[config.mk]
export PLATFORM = sky130hd
export DESIGN_NAME = spi_cmd_seq
export DESIGN_NICKNAME = d
export VERILOG_FILES = /design/src/rtl/spi_cmd_seq_pkg.sv /design/src/rtl/spi_sync_fifo.sv /design/src/rtl/spi_cmd_seq.sv
export SDC_FILE = /design/constraint.sdc
export NUM_CORES = 1
export LEC_CHECK = 0
export BUFFER_PORTS_ARGS = -buffer_cell sky130_fd_sc_hd__buf_2
export CAP_MARGIN = 25
export CORE_MARGIN = 2
export CORE_UTILIZATION = 50
export CTS_BUF_LIST = sky130_fd_sc_hd__clkbuf_8 sky130_fd_sc_hd__clkbuf_16
export DETAILED_ROUTE_END_ITERATION = 6
export PLACE_DENSITY = 0.78
export SYNTH_ARGS = -nofsm -noshare
export SYNTH_HDL_FRONTEND = slang
export SYNTH_SLANG_ARGS = --single-unit
[constraint.sdc]
create_clock -name clk -period 3.3 [get_ports clk]
set_input_delay 0.495 -clock clk [delete_from_list [all_inputs] [get_ports clk]]
set_output_delay 0.495 -clock clk [all_outputs]
set_load 0.01 [all_outputs]
[src/rtl/spi_cmd_seq_pkg.sv]
// Shared types for the SPI command sequencer: FSM state, queued command and response records.
package spi_cmd_pkg;

    typedef enum logic {
        PARK = 1'b0,
        RUN  = 1'b1
    } seq_state_e;

    typedef struct packed {
        logic       wr;
        logic [7:0] addr;
        logic [7:0] din;
    } spi_cmd_t;

    typedef struct packed {
        logic       wr;
        logic [7:0] addr;
        logic [7:0] dout;
        logic       err;
    } spi_rsp_t;

    localparam int MEM_WORDS = 32;

endpackage

[src/rtl/spi_sync_fifo.sv]
// Synchronous FIFO with fall-through head; push is accepted when full if a pop happens in the same cycle.
module spi_sync_fifo #(
    parameter int WIDTH = 8,
    parameter int DEPTH = 4
) (
    input  logic                     clk,
    input  logic                     rst_n,
    input  logic                     push,
    input  logic [WIDTH-1:0]         wdata,
    input  logic                     pop,
    output logic [WIDTH-1:0]         rdata,
    output logic                     full,
    output logic                     empty,
    output logic [$clog2(DEPTH):0]   count
);

    localparam int AW = $clog2(DEPTH);
    localparam int CW = AW + 1;

    logic [WIDTH-1:0] mem_q [DEPTH];
    logic [AW-1:0]    wptr_q, wptr_d;
    logic [AW-1:0]    rptr_q, rptr_d;
    logic [CW-1:0]    count_q, count_d;
    logic             do_push, do_pop;

    assign full    = (count_q == CW'(DEPTH));
    assign empty   = (count_q == '0);
    assign count   = count_q;
    assign rdata   = mem_q[rptr_q];
    assign do_pop  = pop && !empty;
    assign do_push = push && (!full || do_pop);

    always_comb begin
        wptr_d  = wptr_q + AW'(do_push);
        rptr_d  = rptr_q + AW'(do_pop);
        count_d = count_q + CW'(do_push) - CW'(do_pop);
    end

    always_ff @(posedge clk or negedge rst_n) begin
        if (!rst_n) begin
            wptr_q  <= '0;
            rptr_q  <= '0;
            count_q <= '0;
        end else begin
            wptr_q  <= wptr_d;
            rptr_q  <= rptr_d;
            count_q <= count_d;
        end
    end

    // Storage needs no reset: the head is only meaningful while count is non-zero.
    always_ff @(posedge clk) begin
        if (do_push) mem_q[wptr_q] <= wdata;
    end

endmodule

[src/rtl/spi_cmd_seq.sv]
// Queues host commands in front of spi_intf and collects its responses; parks spi_intf on a harmless
// out-of-range write when idle. Define SPI_CMD_ADDR_CHK_EN to answer out-of-range commands locally.
module spi_cmd_seq
    import spi_cmd_pkg::*;
#(
    parameter int         CMD_DEPTH = 4,
    parameter int         RSP_DEPTH = 4,
    parameter logic [7:0] PARK_ADDR = 8'hFF
) (
    input  logic       clk,
    input  logic       rst_n,
    input  logic       cmd_valid,
    output logic       cmd_ready,
    input  logic       cmd_wr,
    input  logic [7:0] cmd_addr,
    input  logic [7:0] cmd_din,
    output logic       rsp_valid,
    input  logic       rsp_ready,
    output logic       rsp_wr,
    output logic [7:0] rsp_addr,
    output logic [7:0] rsp_dout,
    output logic       rsp_err,
    output logic       wr,
    output logic [7:0] addr,
    output logic [7:0] din,
    input  logic [7:0] dout,
    input  logic       done,
    input  logic       err
);

    localparam int CCW = $clog2(CMD_DEPTH) + 1;
    localparam int RCW = $clog2(RSP_DEPTH) + 1;

    spi_cmd_t   cmd_in, cmd_head;
    spi_rsp_t   rsp_in, rsp_head;
    logic       cmd_push, cmd_pop, cmd_full, cmd_empty;
    logic       rsp_push, rsp_pop, rsp_full, rsp_empty;
    logic [CCW-1:0] cmd_count;
    logic [RCW-1:0] rsp_count;
    logic       unused_cmd_cnt;
    logic       unused_rsp_full;

    seq_state_e state_q, state_d;
    logic       wr_q, wr_d;
    logic [7:0] addr_q, addr_d;
    logic [7:0] din_q, din_d;
    int         occ_post;

    assign cmd_in    = '{wr: cmd_wr, addr: cmd_addr, din: cmd_din};
    assign cmd_ready = !cmd_full;
    assign cmd_push  = cmd_valid && !cmd_full;
    assign rsp_pop   = rsp_ready && !rsp_empty;

    assign unused_cmd_cnt  = ^cmd_count;
    assign unused_rsp_full = rsp_full;

    spi_sync_fifo #(.WIDTH($bits(spi_cmd_t)), .DEPTH(CMD_DEPTH)) u_cmd_fifo (
        .clk   (clk),
        .rst_n (rst_n),
        .push  (cmd_push),
        .wdata (cmd_in),
        .pop   (cmd_pop),
        .rdata (cmd_head),
        .full  (cmd_full),
        .empty (cmd_empty),
        .count (cmd_count)
    );

    spi_sync_fifo #(.WIDTH($bits(spi_rsp_t)), .DEPTH(RSP_DEPTH)) u_rsp_fifo (
        .clk   (clk),
        .rst_n (rst_n),
        .push  (rsp_push),
        .wdata (rsp_in),
        .pop   (rsp_pop),
        .rdata (rsp_head),
        .full  (rsp_full),
        .empty (rsp_empty),
        .count (rsp_count)
    );

    always_comb begin
        state_d  = state_q;
        wr_d     = wr_q;
        addr_d   = addr_q;
        din_d    = din_q;
        cmd_pop  = 1'b0;
        rsp_push = 1'b0;
        rsp_in   = '0;
        occ_post = 0;
        if (done) begin
            if (state_q == RUN) begin
                rsp_push    = 1'b1;
                rsp_in.wr   = wr_q;
                rsp_in.addr = addr_q;
                rsp_in.dout = (err || wr_q) ? 8'h00 : dout;
                rsp_in.err  = err;
            end
            // Launch only if the response it will produce is guaranteed a slot.
            occ_post = int'(rsp_count) + int'(rsp_push) - int'(rsp_pop);
            state_d  = PARK;
            wr_d     = 1'b1;
            addr_d   = PARK_ADDR;
            din_d    = 8'h00;
            if (!cmd_empty && occ_post < RSP_DEPTH) begin
`ifdef SPI_CMD_ADDR_CHK_EN
                if (cmd_head.addr >= 8'(MEM_WORDS)) begin
                    // One response write port: if a RUN response already uses it, retry at next done.
                    if (!rsp_push) begin
                        cmd_pop  = 1'b1;
                        rsp_push = 1'b1;
                        rsp_in   = '{wr: cmd_head.wr, addr: cmd_head.addr, dout: 8'h00, err: 1'b1};
                    end
                end else begin
                    cmd_pop = 1'b1;
                    state_d = RUN;
                    wr_d    = cmd_head.wr;
                    addr_d  = cmd_head.addr;
                    din_d   = cmd_head.din;
                end
`else
                cmd_pop = 1'b1;
                state_d = RUN;
                wr_d    = cmd_head.wr;
                addr_d  = cmd_head.addr;
                din_d   = cmd_head.din;
`endif
            end
        end
    end

    always_ff @(posedge clk or negedge rst_n) begin
        if (!rst_n) begin
            state_q <= PARK;
            wr_q    <= 1'b1;
            addr_q  <= PARK_ADDR;
            din_q   <= 8'h00;
        end else begin
            state_q <= state_d;
            wr_q    <= wr_d;
            addr_q  <= addr_d;
            din_q   <= din_d;
        end
    end

    assign wr   = wr_q;
    assign addr = addr_q;
    assign din  = din_q;

    assign rsp_valid = !rsp_empty;
    assign rsp_wr    = rsp_valid & rsp_head.wr;
    assign rsp_addr  = rsp_valid ? rsp_head.addr : 8'h00;
    assign rsp_dout  = rsp_valid ? rsp_head.dout : 8'h00;
    assign rsp_err   = rsp_valid & rsp_head.err;

endmodule

==> impl_metrics.toml, run 1 <==
[yosys]
synth-main-ff-cell = "edfxtp_1"
synth_fp_nets = 394
async_flop_share_pct = 18.6
seq_area_frac_synth_pct = 74.1
synth_area_sq_um = 6770
yosysTopAreaCell = "edfxtp_1"
synth_area_leaders = "edfxtp_1, mux4_2, dfrtp_1"
synth_edf_count = 140
synth_top_area_share_pct = 62.1
ys_seq_elements = 172
yosysWarnings = 0
syn_avg_cell_area_sq_um = 19.3
yosysUniqueCellTypes = 36
postSynthCellCount = 351

[pwr]
seqPwrFrac_pct = 46.6
internal_power_mw = 4.78
power_switching_share_pct = 30.3
pwr-share-clk_pct = 24.3
p_leak_nw = 2.97
cellPowerDensity_nw_per_um2 = 870
pwr-share-comb_pct = 29.0
vdd_ir_drop_max_mv = 0.510
p_switching_mw = 2.07

[setup_path]
slowest_stage = "dfrtp_1"
critPathCaptureType = "flip-flop"
critPathLaunchType = "flip-flop"
critical_path.top_delay_family = "adder cells"
critPathMaxFanout = 5
cpMostUsedCell = "ha_1"
r2r-start = "u_rsp_fifo.count[2]$_DFF_PN0_"
crit_required_ns = 3.63
crit_chain = "nor3_2 -> nor2b_1 -> ha_1 -> inv_1 -> ha_1 -> nand3b_1 -> a211o_1 -> a31o_1 -> or2_2 -> fa_1 -> xnor2_1"
cp.arrival_ns = 3.36
reg2reg_slack_ns = 0.27
reg2reg_to = "u_cmd_fifo.count[2]$_DFF_PN0_"
crit_type = "flip-flop to flip-flop"
cp_num_buf_inv = 1
ff2ff_path_depth = 11
max_stage_delay_ns = 0.45

[cells_and_area]
finalNonFillerCells = 626
area_growth_pct = 16.4
layout_commonest_cell = "edfxtp_1"
drive_gt1_share_pct = 34.7
layout.nets = 480
layout_common_cells = "edfxtp_1, buf_2, mux4_2"

[timing]
fin_ws_ns = 0.269
min_period_over_period_pct = 91.9
finalSetupViolations = 0
finalHoldViolations = 0
worst_slew_pin_slew_ns = 0.898
slew-limit-headroom_pct = 40.1
rsz0062_at_grt = "no"
slew_viol_final = 0
tns_ns = 0
fmax_mhz = 330
min_period_ns = 3.03
fin_skew_ns = 0.00693

[clock_network]
cts_resized = 0
clockBufferDepth = 2
insertion_delay_ns = 0.42
cts_buffers = 17
cts_setup_buffers = 0
hold_buffers = 0
cts.sinks = 172
htreeDepth = 4
tritoncts = "yes"
cts-root-buf = "clkbuf_16"
clkSlewWorstSetupHoldPaths_ns = 0.06

[hold_path]
min_path_type = "input port to async pin"

[route]
wl_per_cell_microns = 19.1
vias = 3356
via_per_inst = 5.36
drt-initial-drc-count = 180
drc = 0
drtPass1Iterations = 4
ant_nets = 0
totalWireLength_microns = 11900

[grt]
antenna_found_initial = 1
grt.overflow.total = 0
grt_max_degree = 33
grt_usage_pct = 17.9
grt_pass1_wl_microns = 19000
grt_pass1_vias = 3470

[die]
fp.dieArea_sq_um = 14500
rows = 42
core_sq_um = 13200
die_y_microns = 120
die_w_microns = 120
start_util_pct = 51.1
pin_count = 68

[place]
placedCellCount = 594
portBuffers = 67
dp_hpwl_microns = 7860
pre_cts_ws_ns = 0.211
globalplace.congestion = 0.786

[outcome]
status = "finished clean"

[flow_run]
cap_violations = 0
==> cell type report <==
class                   count  area (sq um)
well taps                 176           220
diodes                      1          2.50
inverters                  22          82.6
repair buffers             82           448
clock inverters            14          65.1
fillers                   982          5370
flip-flops and latches    172          5020
clock buffers              17           425
multi-input cells         142          1620
==> worst max-delay path by stage <==
stage                                       start                            end  slack (ns)  depth (start not counted)
detailed placement                      rsp_ready  u_cmd_fifo.count[2]$_DFF_PN0_        0.21                         11
finish              u_rsp_fifo.count[2]$_DFF_PN0_  u_cmd_fifo.count[2]$_DFF_PN0_        0.27                         11
global placement                        rsp_ready  u_cmd_fifo.count[2]$_DFF_PN0_        0.37                         11
global route        u_rsp_fifo.count[2]$_DFF_PN0_  u_cmd_fifo.count[2]$_DFF_PN0_        0.01                         12
CTS                 u_rsp_fifo.count[1]$_DFF_PN0_  u_cmd_fifo.count[2]$_DFF_PN0_        0.25                         11
floorplan           u_rsp_fifo.count[2]$_DFF_PN0_  u_cmd_fifo.count[2]$_DFF_PN0_        0.27                         14
==> cell usage after synthesis, types with 2 or more instances <==
library cell	count
buf_2	5
xnor2_1	2
xor2_1	7
dfstp_2	9
mux4_2	35
edfxtp_1	140
nor2b_1	19
ha_1	10
nor3_1	3
nand2_1	8
buf_4	3
clkbuf_1	6
dfrtp_1	23
fa_1	2
and2_1	8
o22a_1	9
o2bb2ai_1	8
inv_1	21
and3_1	12
nor2_1	5
==> power groups by stage <==
| stage | combinational (mW) | clock [mW] | sequential (mW) |
|---|---|---|---|
| final | 1.99 | 1.67 | 3.20 |
| after global routing | 2.19 | 1.79 | 3.25 |
| after CTS | 2.03 | 1.70 | 3.20 |
| after detailed placement | 2.02 | 0 | 3.25 |
| after global placement | 1.94 | 0 | 3.21 |
| after floorplan | 1.50 | 0 | 3.06 |
==> logic make-up after synthesis <==
logic type	after synthesis	synth area share, %
AND/OR/NAND/NOR	61	5.18
AO/OA/AOI/OAI	24	3.00
buffers and inverters	37	2.31
XOR/XNOR	9	1.16
flip-flops	172	74.1
multiplexers	36	11.8
adder cells (fa/ha/maj)	12	2.44
==> state kept, by name, indices dropped and copies added (netlist names) <==
name / count
u_rsp_fifo.mem_q: 72
u_cmd_fifo.mem_q: 68
addr: 8
din: 8
u_cmd_fifo.count: 3
u_rsp_fifo.count: 3
u_cmd_fifo.rptr_q: 2
u_cmd_fifo.wptr_q: 2
u_rsp_fifo.rptr_q: 2
u_rsp_fifo.wptr_q: 2
state_q: 1
wr: 1
==> worst reg2reg max path, cell delays in order, from the launching register on <==
cell,delay [ns]
dfrtp_1,0.45
nor3_2,0.08
nor2b_1,0.17
ha_1,0.22
inv_1,0.06
ha_1,0.29
nand3b_1,0.12
a211o_1,0.35
a31o_1,0.28
or2_2,0.31
fa_1,0.42
xnor2_1,0.19
==> per-layer routing <==
| metal | GRT usage [%] | up-vias | wire, microns |
|---|---|---|---|
| met3 | 6.75 | 8 | 551 |
| met2 | 29.5 | 79 | 6310 |
| met5 | 0 | - | 0 |
| li1 | - | 1540 | - |
| met1 | 22.4 | 1729 | 5000 |
| met4 | 4.65 | 0 | 66 |
==> per-stage QoR <==
| stage | area, sq um | hold slack [ns] | util (%) | power, mW |
|---|---|---|---|---|
| after CTS | 7870 | 0.176 | 59.5 | 6.93 |
| after floorplan | 6770 | 0.199 | - | 4.56 |
| after global placement | 7380 | 0.466 | 55.8 | 5.15 |
| after detailed placement | 7380 | 0.469 | 55.8 | 5.26 |
| final | 7880 | 0.140 | 59.5 | 6.85 |
| after global routing | 7870 | 0.208 | 59.5 | 7.23 |
Note: power is estimated with default switching activity, not from simulation.
==> run 2, diff against run 1 <==
- CORE_MARGIN: 2 -> default
==> run 2 against run 1 <==
Compared with the run above: core utilization rose by 1.2 points; clock power increased by 27%; sequential share of layout area is 1.2 points lower; wire length fell by 2.1%; highest routed layer unchanged; non-clock buffer count fell by 1; critical path depth unchanged; final area up 2.0%; first-iteration DRC count fell by 7.2%; sequential cell count unchanged; largest cell class unchanged; maximum frequency rose by 2.9%; register-to-register slack improved by 0.09 ns.
==> impl_metrics.toml, run 2 (synthesis results as in run 1) <==
[cells_and_area]
layout.nets = 479
largest_reg_flops = 72
layout_commonest_cell = "edfxtp_1"
finalNonFillerCells = 626
area_growth_pct = 18.7
fill_cells = 988
reg_top3 = "u_rsp_fifo.mem_q: 72 flops, u_cmd_fifo.mem_q: 68 flops"
drive_gt1_share_pct = 35.2
registers.top_by_ff_count = "u_rsp_fifo.mem_q"
layout_common_cells = "edfxtp_1, buf_2, mux4_2"

[route]
drt-initial-drc-count = 167
totalWireLength_microns = 11700
drc = 0
vias = 3364
wl_per_cell_microns = 18.6
via_per_inst = 5.37
ant_nets = 0
drtPass1Iterations = 4

[grt]
grt_pass1_wl_microns = 18400
grt_pass1_vias = 3474
met1_usage_pct = 21.2
grt_max_degree = 33
grt_usage_pct = 18.0
grt.overflow.total = 0
antenna_found_initial = 1
grtUsageMet2_pct = 31.1
grt_busiest_layer = "met2"
grt_util_met3_pct = 6.18

[die]
die_w_microns = 118
pin_count = 68
rows = 42
core_sq_um = 13200
die_y_microns = 118
fp.dieArea_sq_um = 14000
start_util_pct = 51.1

[setup_path]
critPathLaunchType = "flip-flop"
r2r-start = "u_rsp_fifo.count[1]$_DFF_PN0_"
ff2ff_path_depth = 11
crit_type = "flip-flop to flip-flop"
critPathCaptureType = "flip-flop"
crit_required_ns = 3.61
critPathMaxFanout = 5
cp.arrival_ns = 3.25
reg2reg_slack_ns = 0.35
startpoint = "u_rsp_fifo.count[1]$_DFF_PN0_"
reg2reg_to = "u_cmd_fifo.count[2]$_DFF_PN0_"
crit_end = "u_cmd_fifo.count[2]$_DFF_PN0_"

[pwr]
power_mw = 7.29
p_leak_nw = 3.03
cellPowerDensity_nw_per_um2 = 908
vdd_ir_drop_max_mv = 0.676

[place]
globalplace.congestion = 0.724
pre_cts_ws_ns = 0.292
dp_hpwl_microns = 7460
portBuffers = 67
placedCellCount = 593

[clock_network]
hold_buffers = 0
cts-root-buf = "clkbuf_16"
clkSlewWorstSetupHoldPaths_ns = 0.06
htreeDepth = 4
cts_setup_buffers = 0
insertion_delay_ns = 0.42
cts_resized = 0
cts_buffers = 17
tritoncts = "yes"
clockBufferDepth = 2
cts.sinks = 172

[timing]
fin_ws_ns = 0.354
finalSetupViolations = 0
worst_slew_pin_slew_ns = 0.955
slew-limit-headroom_pct = 36.3
fin_skew_ns = 0.0104
min_period_ns = 2.95
fmax_mhz = 339
rsz0062_at_grt = "no"
tns_ns = 0
finalHoldViolations = 0
min_period_over_period_pct = 89.3
slew_viol_final = 0

[hold_path]
min_path_type = "input port to async pin"

[outcome]
status = "finished clean"

[flow_run]
cap_violations = 0
[run 2: cell count changes in the layout (fill, tap and decap cells not counted)]
cell / before / now
buf_12: 0 / 1
buf_4: 15 / 13
bufinv_16: 0 / 5
clkbuf_8: 0 / 1
clkinv_1: 5 / 3
clkinv_2: 7 / 1
clkinv_4: 0 / 1
clkinvlp_4: 1 / 3
[run 2: final cells by class]
class                      count  area, sq um  area share, %
tap                          176          220           2.74
timing repair buffer          81          453           5.64
antenna                        1         2.50         0.0312
multi-input combinational    142         1620           20.1
clock buffer                  18          439           5.47
clock inverter                14          201           2.51
sequential                   172         5020           62.5
inverter                      22         82.6           1.03
[run 2: layer usage]
metal | part of all wire [%] | vias to the layer above
li1 | - | 1540
met1 | 41 | 1737
met2 | 53 | 74
met3 | 4.9 | 13
met4 | 0.92 | 0
met5 | 0 | -
[run 2: worst max-delay path, stage by stage, from the launching register on]
cell	delay, ns
dfrtp_1	0.47
nor3_2	0.07
nor2b_1	0.17
ha_1	0.22
inv_1	0.06
ha_1	0.30
nand3b_1	0.10
a211o_1	0.34
a31o_1	0.27
or2_2	0.30
fa_1	0.40
xnor2_1	0.13
[run 2: how the worst min path moves through the flow]
stage               cells past startpoint                        endpoint                from  slack [ns]
detailed placement                      1              din[4]$_DFFE_PN0P_  din[4]$_DFFE_PN0P_        0.47
global route                            1   u_cmd_fifo.count[2]$_DFF_PN0_               rst_n        0.18
CTS                                     1             state_q$_DFFE_PN0P_               rst_n        0.16
global placement                        1              din[7]$_DFFE_PN0P_  din[7]$_DFFE_PN0P_        0.47
finish                                  1  u_rsp_fifo.wptr_q[0]$_DFF_PN0_               rst_n        0.14
floorplan                               0              din[0]$_DFFE_PN0P_               rst_n        0.20
[run 2: stage by stage]
| step | instance area [sq um] | utilization [%] | hold WS, ns |
|---|---|---|---|
| after floorplan | 6770 | - | 0.199 |
| after global placement | 7390 | 55.8 | 0.470 |
| after detailed placement | 7390 | 55.8 | 0.468 |
| after CTS | 8030 | 60.6 | 0.155 |
| after global routing | 8030 | 60.6 | 0.180 |
| final | 8030 | 60.6 | 0.139 |
[run 2: power breakdown]
group	internal, mW	total [mW]	switching [mW]
logic	1.01	1.98	0.971
registers	2.85	3.19	0.342
clock network	1.35	2.12	0.766
total	5.21	7.29	2.08
